**config.mk**
```make
export PLATFORM = sky130hd
export DESIGN_NAME = cmp_serial_n
export DESIGN_NICKNAME = d
export VERILOG_FILES = /design/src/rtl/cmp_serial_n.sv
export SDC_FILE = /design/constraint.sdc
export NUM_CORES = 1
export LEC_CHECK = 0
export ABC_CLOCK_PERIOD_IN_PS = 10100
export CORE_MARGIN = 2
export CORE_UTILIZATION = 45
export CTS_BUF_LIST = sky130_fd_sc_hd__clkbuf_8
export CTS_CLUSTER_SIZE = 14
export DETAILED_ROUTE_END_ITERATION = 10
export PLACE_DENSITY = 0.82
export SYNTH_ARGS = -nofsm -noshare
export SYNTH_HDL_FRONTEND = slang
export SYNTH_SLANG_ARGS = --single-unit
```
**constraint.sdc**
```tcl
create_clock -name clk -period 10.1 [get_ports clk]
set_input_delay 2.02 -clock clk [delete_from_list [all_inputs] [get_ports clk]]
set_output_delay 2.02 -clock clk [all_outputs]
set_load 0.02 [all_outputs]
```
**src/rtl/cmp_serial_n.sv**
```systemverilog
// Chunk-serial integer compare/select unit: SLT/SLTU/SEQ/SNE/MIN/MINU/MAX/MAXU.
// Define CMP_EARLY_EXIT_EN to stop at the first differing chunk; otherwise every chunk is scanned.
module cmp_serial_n #(
  parameter int N     = 32,
  parameter int CHUNK = 8
) (
  input  logic         clk,
  input  logic         rst_n,
  input  logic         in_valid,
  output logic         in_ready,
  input  logic [2:0]   op,
  input  logic [N-1:0] a,
  input  logic [N-1:0] b,
  output logic         out_valid,
  input  logic         out_ready,
  output logic [N-1:0] result,
  output logic         busy
);

  localparam int NUM_CHUNKS = N / CHUNK;
  localparam int IDX_W      = (NUM_CHUNKS > 1) ? $clog2(NUM_CHUNKS) : 1;
  localparam logic [IDX_W-1:0] LAST_IDX = IDX_W'(NUM_CHUNKS - 1);

  typedef enum logic [2:0] {
    OP_SLT  = 3'b000,
    OP_SLTU = 3'b001,
    OP_SEQ  = 3'b010,
    OP_SNE  = 3'b011,
    OP_MIN  = 3'b100,
    OP_MINU = 3'b101,
    OP_MAX  = 3'b110,
    OP_MAXU = 3'b111
  } op_t;

  typedef enum logic [1:0] {
    IDLE,
    CMP,
    DONE
  } state_t;

  state_t           state_q, state_n;
  op_t              op_q, op_n;
  logic [N-1:0]     a_q, a_n, b_q, b_n;
  logic [N-1:0]     result_q, result_n;
  logic [IDX_W-1:0] idx_q, idx_n;

  logic [CHUNK-1:0] ca, cb;
  logic             signed_op, diff, chunk_lt;
  logic             lt_n, eq_n, fin;

`ifndef CMP_EARLY_EXIT_EN
  // ne_q is the sticky "a difference has been seen" flag; eq is its complement.
  logic lt_q, lt_d, ne_q, ne_d;
`endif

  // Current chunk pair; flipping the top bit of the MSB chunk maps signed order onto unsigned.
  always_comb begin
    ca        = a_q[int'(idx_q)*CHUNK +: CHUNK];
    cb        = b_q[int'(idx_q)*CHUNK +: CHUNK];
    signed_op = (op_q == OP_SLT) || (op_q == OP_MIN) || (op_q == OP_MAX);
    if (signed_op && (idx_q == LAST_IDX)) begin
      ca[CHUNK-1] = ~ca[CHUNK-1];
      cb[CHUNK-1] = ~cb[CHUNK-1];
    end
    diff     = (ca != cb);
    chunk_lt = (ca < cb);
  end

`ifdef CMP_EARLY_EXIT_EN
  always_comb begin
    fin  = diff || (idx_q == '0);
    lt_n = diff && chunk_lt;
    eq_n = !diff;
  end
`else
  always_comb begin
    fin  = (idx_q == '0);
    lt_n = ne_q ? lt_q : (diff && chunk_lt);
    eq_n = !(ne_q || diff);
  end
`endif

  always_comb begin
    state_n  = state_q;
    op_n     = op_q;
    a_n      = a_q;
    b_n      = b_q;
    idx_n    = idx_q;
    result_n = result_q;
`ifndef CMP_EARLY_EXIT_EN
    lt_d     = lt_q;
    ne_d     = ne_q;
`endif
    case (state_q)
      IDLE: begin
        if (in_valid) begin
          a_n     = a;
          b_n     = b;
          op_n    = op_t'(op);
          idx_n   = LAST_IDX;
`ifndef CMP_EARLY_EXIT_EN
          lt_d    = 1'b0;
          ne_d    = 1'b0;
`endif
          state_n = CMP;
        end
      end
      CMP: begin
`ifndef CMP_EARLY_EXIT_EN
        lt_d = lt_n;
        ne_d = !eq_n;
`endif
        if (fin) begin
          state_n  = DONE;
          result_n = '0;
          case (op_q)
            OP_SLT, OP_SLTU: result_n[0] = lt_n;
            OP_SEQ:          result_n[0] = eq_n;
            OP_SNE:          result_n[0] = !eq_n;
            OP_MIN, OP_MINU: result_n    = lt_n ? a_q : b_q;
            OP_MAX, OP_MAXU: result_n    = lt_n ? b_q : a_q;
            default:         result_n    = '0;
          endcase
        end else begin
          idx_n = idx_q - 1'b1;
        end
      end
      DONE: begin
        if (out_ready) state_n = IDLE;
      end
      default: state_n = IDLE;
    endcase
  end

  always_ff @(posedge clk or negedge rst_n) begin
    if (!rst_n) begin
      state_q  <= IDLE;
      op_q     <= OP_SLT;
      a_q      <= '0;
      b_q      <= '0;
      idx_q    <= '0;
      result_q <= '0;
`ifndef CMP_EARLY_EXIT_EN
      lt_q     <= 1'b0;
      ne_q     <= 1'b0;
`endif
    end else begin
      state_q  <= state_n;
      op_q     <= op_n;
      a_q      <= a_n;
      b_q      <= b_n;
      idx_q    <= idx_n;
      result_q <= result_n;
`ifndef CMP_EARLY_EXIT_EN
      lt_q     <= lt_d;
      ne_q     <= ne_d;
`endif
    end
  end

  assign in_ready  = (state_q == IDLE);
  assign out_valid = (state_q == DONE);
  assign busy      = (state_q != IDLE);
  assign result    = result_q;

endmodule

```
==> flow_summary.yaml, run 1 <==
status:
  status: "finished clean"
run:
  max-cap-violations: 0
global_routing:
  grt.total_usage_pct: 19.6
  grt_pass1_wl_um: 17700
  grt_overflow: 0
  grt_pass1_vias: 3531
  antenna_found_initial: 0
  grt_start_max_net_pins: 69
finish:
  nets: 530
  layout-drive-gt1-share_pct: 24.2
  design_area_um2: 6280
  syn_to_final_growth_pct: 27.7
  instances_no_fill: 594
  antenna_cells: 0
  final_util_pct: 58.4
  nFillCells: 898
sta:
  max_freq_mhz: 247
  setup_tns_ps: 0
  post-route-min-period_ps: 4060
  slew_viol_final: 0
  tightest_slew_ps: 1000
  worst_slack_ps: 6040
  hold_viol: 0
  rsz0062_at_grt: "false"
  slew_headroom_pct: 31.8
  finalCritPeriodShare_pct: 40.2
  finalSetupViolations: 0
  skew_ps: 10.8
clock_tree:
  path_clk_slew_ps: 100
  cts_inserted_buffers: 9
  clock_latency_ps: 370
  htree_levels: 3
  cts_tree: "done"
  ctsHoldBuffers: 0
  clock_path_buffers: 2
  post_cts_resized: 0
  cts-root-buf: "clkbuf_8"
  postCtsSetupBuffers: 0
  cts_sinks: 105
setup_path:
  r2r-end: "result[22]"
  start_kind: "flop"
  crit_type: "flop to flop"
  timing.rr.start: "idx_q[1]"
  endpoint_kind: "flop"
  worst-path-buf-inv: 0
  cp.arrival_ps: 4360
  cp.depth: 9
  crit_chain: "ha_1 > nor3b_1 > xnor2_1 > ha_1 > nand4_1 > a221o_1 > o211ai_4 > mux2i_4 > a221o_1"
  startpoint: "idx_q[1]"
  critPathMaxStageDelay_ps: 940
  reg2reg_slack_ps: 6040
  critical_path.max_fanout: 31
  crit_required_ps: 10410
  crit_path_end: "result[22]"
  path_delay_family: "flip-flops"
  reg2regPathDepth: 9
  cpMaxStageDelayCell: "dfrtp_1"
drt:
  routedWlPerCell_um: 18.1
  route.detailed.drc: 0
  drt_pass1_iterations: 4
  num_vias: 3348
  first_iter_violations: 116
  via_per_inst: 5.64
  final_antenna_net_count: 0
  drt-total-wl_um: 10800
synthesis:
  yosysSeqAreaShare_pct: 53.4
  ys_top_cells_by_area: "dfrtp_1, mux2_2, mux4_2"
  yosysMostFrequentCell: "dfrtp_1"
  netlist_area_um2: 4920
  syn_inst: 351
  syn_nets: 432
  synthFlopType: "dfrtp_1"
  synth_edf_count: 0
  synth.avg_cell_area_um2: 14.0
  async_flop_share_pct: 100
  yosysWarnings: 0
  synth_cell_types: 38
  synth_top_cell_by_area: "dfrtp_1"
  synth_top_area_share_pct: 53.4
  synthTopCellsByCount: "dfrtp_1, mux2_2, a221o_1, and2_1"
  synth-seq-cells: 105
die:
  ios: 106
  dieArea_um2: 11800
  core_um2: 10700
  initial_utilization_pct: 45.8
  die_w_um: 109
  fp.dieH_um: 109
  rows: 38
power_and_ir_drop:
  seqPwrFrac_pct: 39.4
  pwr-share-comb_pct: 47.1
  power_switching_uw: 723
  clkPwrFrac_pct: 13.5
  power.leakage_nw: 2.65
  p_int_mw: 1.27
  swShare_pct: 36.2
  vdd_drop_max_mv: 0.168
  cellPowerDensity_nw_per_um2: 318
placement:
  place_ws_ps: 6090
  dp_cells: 578
  port_buffers: 105
  place.gp.congestion: 0.756
  dpl_cell_area_um2: 6070
  dp_hpwl_um: 7490
worst_hold_path:
  min_path_type: "flop to flop"
sequential cells by signal, indices dropped and copies added (netlist names):
| register | count |
|---|---|
| idx_q | 2 |
| op_q | 3 |
| ne_q | 1 |
| a_q | 32 |
| result | 32 |
| state_q | 2 |
| b_q | 32 |
| lt_q | 1 |
stage by stage:
stage	power [mW]	hold WS, ps
after floorplan	1.43	446
after global placement	1.71	498
after detailed placement	1.75	495
after CTS	2.02	515
after global routing	2.13	544
final	2.00	516
per-layer routing:
metal	global-route usage, %	vias up	part of all wire, %	routed length (um)
met2	32.4	91	50	5370
met4	5.95	0	1.0	111
met3	3.13	9	4.5	484
met1	26.6	1753	45	4790
li1	-	1495	-	-
met5	0	-	0	0
cell families after synthesis:
kind of cell / after synthesis / share of synthesized area [%]
buf+inv: 38 / 3.74
mux: 88 / 23.8
simple gates: 56 / 6.44
compound gates: 51 / 9.52
fa+ha+maj: 10 / 2.54
flops: 105 / 53.4
xor+xnor: 3 / 0.534
power by group through the flow:
stage	Sequential, mW	Clock (mW)	Combinational (mW)
floorplan	0.765	0	0.665
detailed placement	0.794	0	0.952
global placement	0.785	0	0.928
global route	0.816	0.292	1.03
CTS	0.788	0.272	0.956
finish	0.788	0.269	0.940
area by class of cell:
type	instances	area, um2	area share, %
clock inverters	5	55.1	0.877
inverters	17	63.8	1.02
clock buffers	11	151	2.41
multi-input cells	208	2130	34.0
flip-flops and latches	105	2630	41.8
repair buffers	108	1070	17.1
well taps	140	175	2.79
worst min path at each step:
| stage | startpoint | endpoint | cells after the start |
|---|---|---|---|
| global placement | state_q[0] | idx_q[1] | 1 |
| detailed placement | state_q[0] | idx_q[1] | 1 |
| global route | state_q[0] | idx_q[1] | 1 |
| finish | state_q[0] | idx_q[1] | 1 |
| CTS | state_q[0] | idx_q[1] | 1 |
| floorplan | state_q[0] | idx_q[1] | 1 |
layout by cell type, fill, tap and decap left out, types with 2 or more instances in the layout:
cell / instances
nor2_1: 6
clkdlybuf4s50_1: 104
nand2_1: 6
mux2i_4: 2
a221o_1: 32
mux4_2: 16
buf_4: 4
dfrtp_1: 105
ha_1: 10
clkbuf_8: 11
xor2_1: 2
inv_1: 17
and2_1: 31
mux2_2: 68
mux2i_1: 2
nor3_1: 2
a21oi_1: 5
nand4_1: 2
o21ai_0: 6
Power figures use the tool's default switching activity.
==> run 2, diff against run 1 <==
Settings changed: ABC_CLOCK_PERIOD_IN_PS 10100 to 4000.
Clock period 10.1 ns to 4 ns, I/O delays scaled along.
==> flow_summary.yaml, run 2 (synthesis gave the netlist of run 1 again) <==
sta:
  hold_viol: 0
  max_freq_mhz: 299
  setup_tns_ps: 0
  rsz0062_at_grt: "false"
  finalCritPeriodShare_pct: 83.5
  finalSetupViolations: 0
  tightest_slew_ps: 970
  skew_ps: 12.8
  slew_headroom_pct: 35.4
  post-route-min-period_ps: 3340
  slew_viol_final: 0
finish:
  final_cell_mix: "dfrtp_1, clkdlybuf4s50_1, mux2_2, a221o_1, and2_1"
  nets: 535
  antenna_cells: 0
  layout-drive-gt1-share_pct: 25.3
  final_common_cell: "dfrtp_1"
  final_util_pct: 59.0
  syn_to_final_growth_pct: 28.9
clock_tree:
  ctsHoldBuffers: 0
  cts_tree: "done"
  path_clk_slew_ps: 100
  clock_latency_ps: 370
  cts-root-buf: "clkbuf_8"
  cts_inserted_buffers: 9
  htree_levels: 3
  post_cts_resized: 0
  clock_path_buffers: 2
  postCtsSetupBuffers: 0
  cts_sinks: 105
run:
  max-cap-violations: 0
power_and_ir_drop:
  clkPwrFrac_pct: 13.3
  power_switching_mw: 1.86
  power.leakage_nw: 2.67
  p_int_mw: 3.20
  swShare_pct: 36.8
  pwr-share-comb_pct: 47.3
  vdd_drop_max_mv: 0.408
  cellPowerDensity_nw_per_um2: 800
  seqPwrFrac_pct: 39.4
setup_path:
  endpoint_kind: "flop"
  reg2reg_slack_ps: 660
  reg2regPathDepth: 10
  crit_chain: "ha_1 > nor3b_1 > xor2_1 > ha_1 > nand4_1 > a221o_1 > o211ai_4 > mux2i_4 > buf_12 > a221o_1"
  r2r-end: "result[15]"
  cpMaxStageDelayCell: "dfrtp_1"
  crit_required_ps: 4310
  crit_type: "flop to flop"
  timing.rr.start: "idx_q[1]"
  start_kind: "flop"
  critical_path.max_fanout: 20
  critPathMaxStageDelay_ps: 590
  cp.arrival_ps: 3660
die:
  initial_utilization_pct: 45.8
  rows: 38
  core_um2: 10700
  ios: 106
  fp.dieH_um: 109
  die_w_um: 109
  dieArea_um2: 11800
drt:
  route.detailed.drc: 0
  num_vias: 3338
  final_antenna_net_count: 0
  drt_pass1_iterations: 4
  via_per_inst: 5.57
  first_iter_violations: 160
  routedWlPerCell_um: 18.4
  drt-total-wl_um: 11000
placement:
  dp_hpwl_um: 7850
  port_buffers: 105
  place.gp.congestion: 0.837
global_routing:
  antenna_found_initial: 0
  grt_pass1_wl_um: 18100
  grt_overflow: 0
  grt_pass1_vias: 3672
  grt_start_max_net_pins: 69
  grt.total_usage_pct: 19.8
worst_hold_path:
  min_path_type: "input port to async pin"
status:
  status: "finished clean"
[run 2: cell count changes in the layout (fill, tap and decap cells not counted), sizes merged]
cell | previous run | this run
inv | 18 | 19
clkinvlp | 1 | 2
buf | 4 | 9
clkbuf | 11 | 9
[run 2: final cells by class]
class	instances	area, um2
clock buffer	9	124
tap	140	175
multi-input combinational	208	2130
inverter	17	63.8
clock inverter	7	78.8
fill	892	4410
timing repair buffer	113	1130
sequential	105	2630
[run 2: power by group through the flow]
stage               logic [mW]  clock network (mW)  registers, mW
floorplan                 1.68                   0           1.93
global placement          2.35                   0           1.99
detailed placement        2.39                   0           2.00
CTS                       2.42               0.683           1.99
global route              2.63               0.724           2.06
finish                    2.40               0.675           1.99
[run 2: metrics by stage]
step           worst slack, ps  cells  instance area, um2  power, mW  hold WS, ps
2_1_floorplan              758    351                4920       3.61          446
3_3_place_gp               767    583                6130       4.34          499
3_5_place_dp               678    583                6130       4.40          516
4_1_cts                    641    599                6340       5.09          532
5_1_grt                    355    599                6340       5.41          552
6_report                   659    599                6340       5.07          519
[run 2: metal layers]
layer  track usage, %  vias up  part of all wire, %
met4             5.95        0                  1.7
met3             4.58       19                  5.6
met1             27.2     1691                   44
met5                0        -                    0
li1                 -     1506                    -
met2             31.6      122                   49
[run 2: how the worst max path moves through the flow]
| stage | slack [ps] | endpoint | from |
|---|---|---|---|
| 5_1_grt | 360 | result[14] | idx_q[1] |
| 3_5_place_dp | 680 | result[25] | idx_q[0] |
| 4_1_cts | 640 | result[14] | idx_q[0] |
| 3_3_place_gp | 770 | result[20] | idx_q[0] |
| 2_1_floorplan | 760 | result[10] | idx_q[0] |
| 6_report | 660 | result[15] | idx_q[1] |
[run 2: worst max-delay path: cells and delay by family (launching register included)]
| family | cells | cell delay, ps |
|---|---|---|
| simple gates | 2 | 480 |
| compound gates | 3 | 770 |
| buf+inv | 1 | 230 |
| fa+ha+maj | 2 | 530 |
| xor+xnor | 1 | 130 |
| flops | 1 | 590 |
| mux | 1 | 550 |
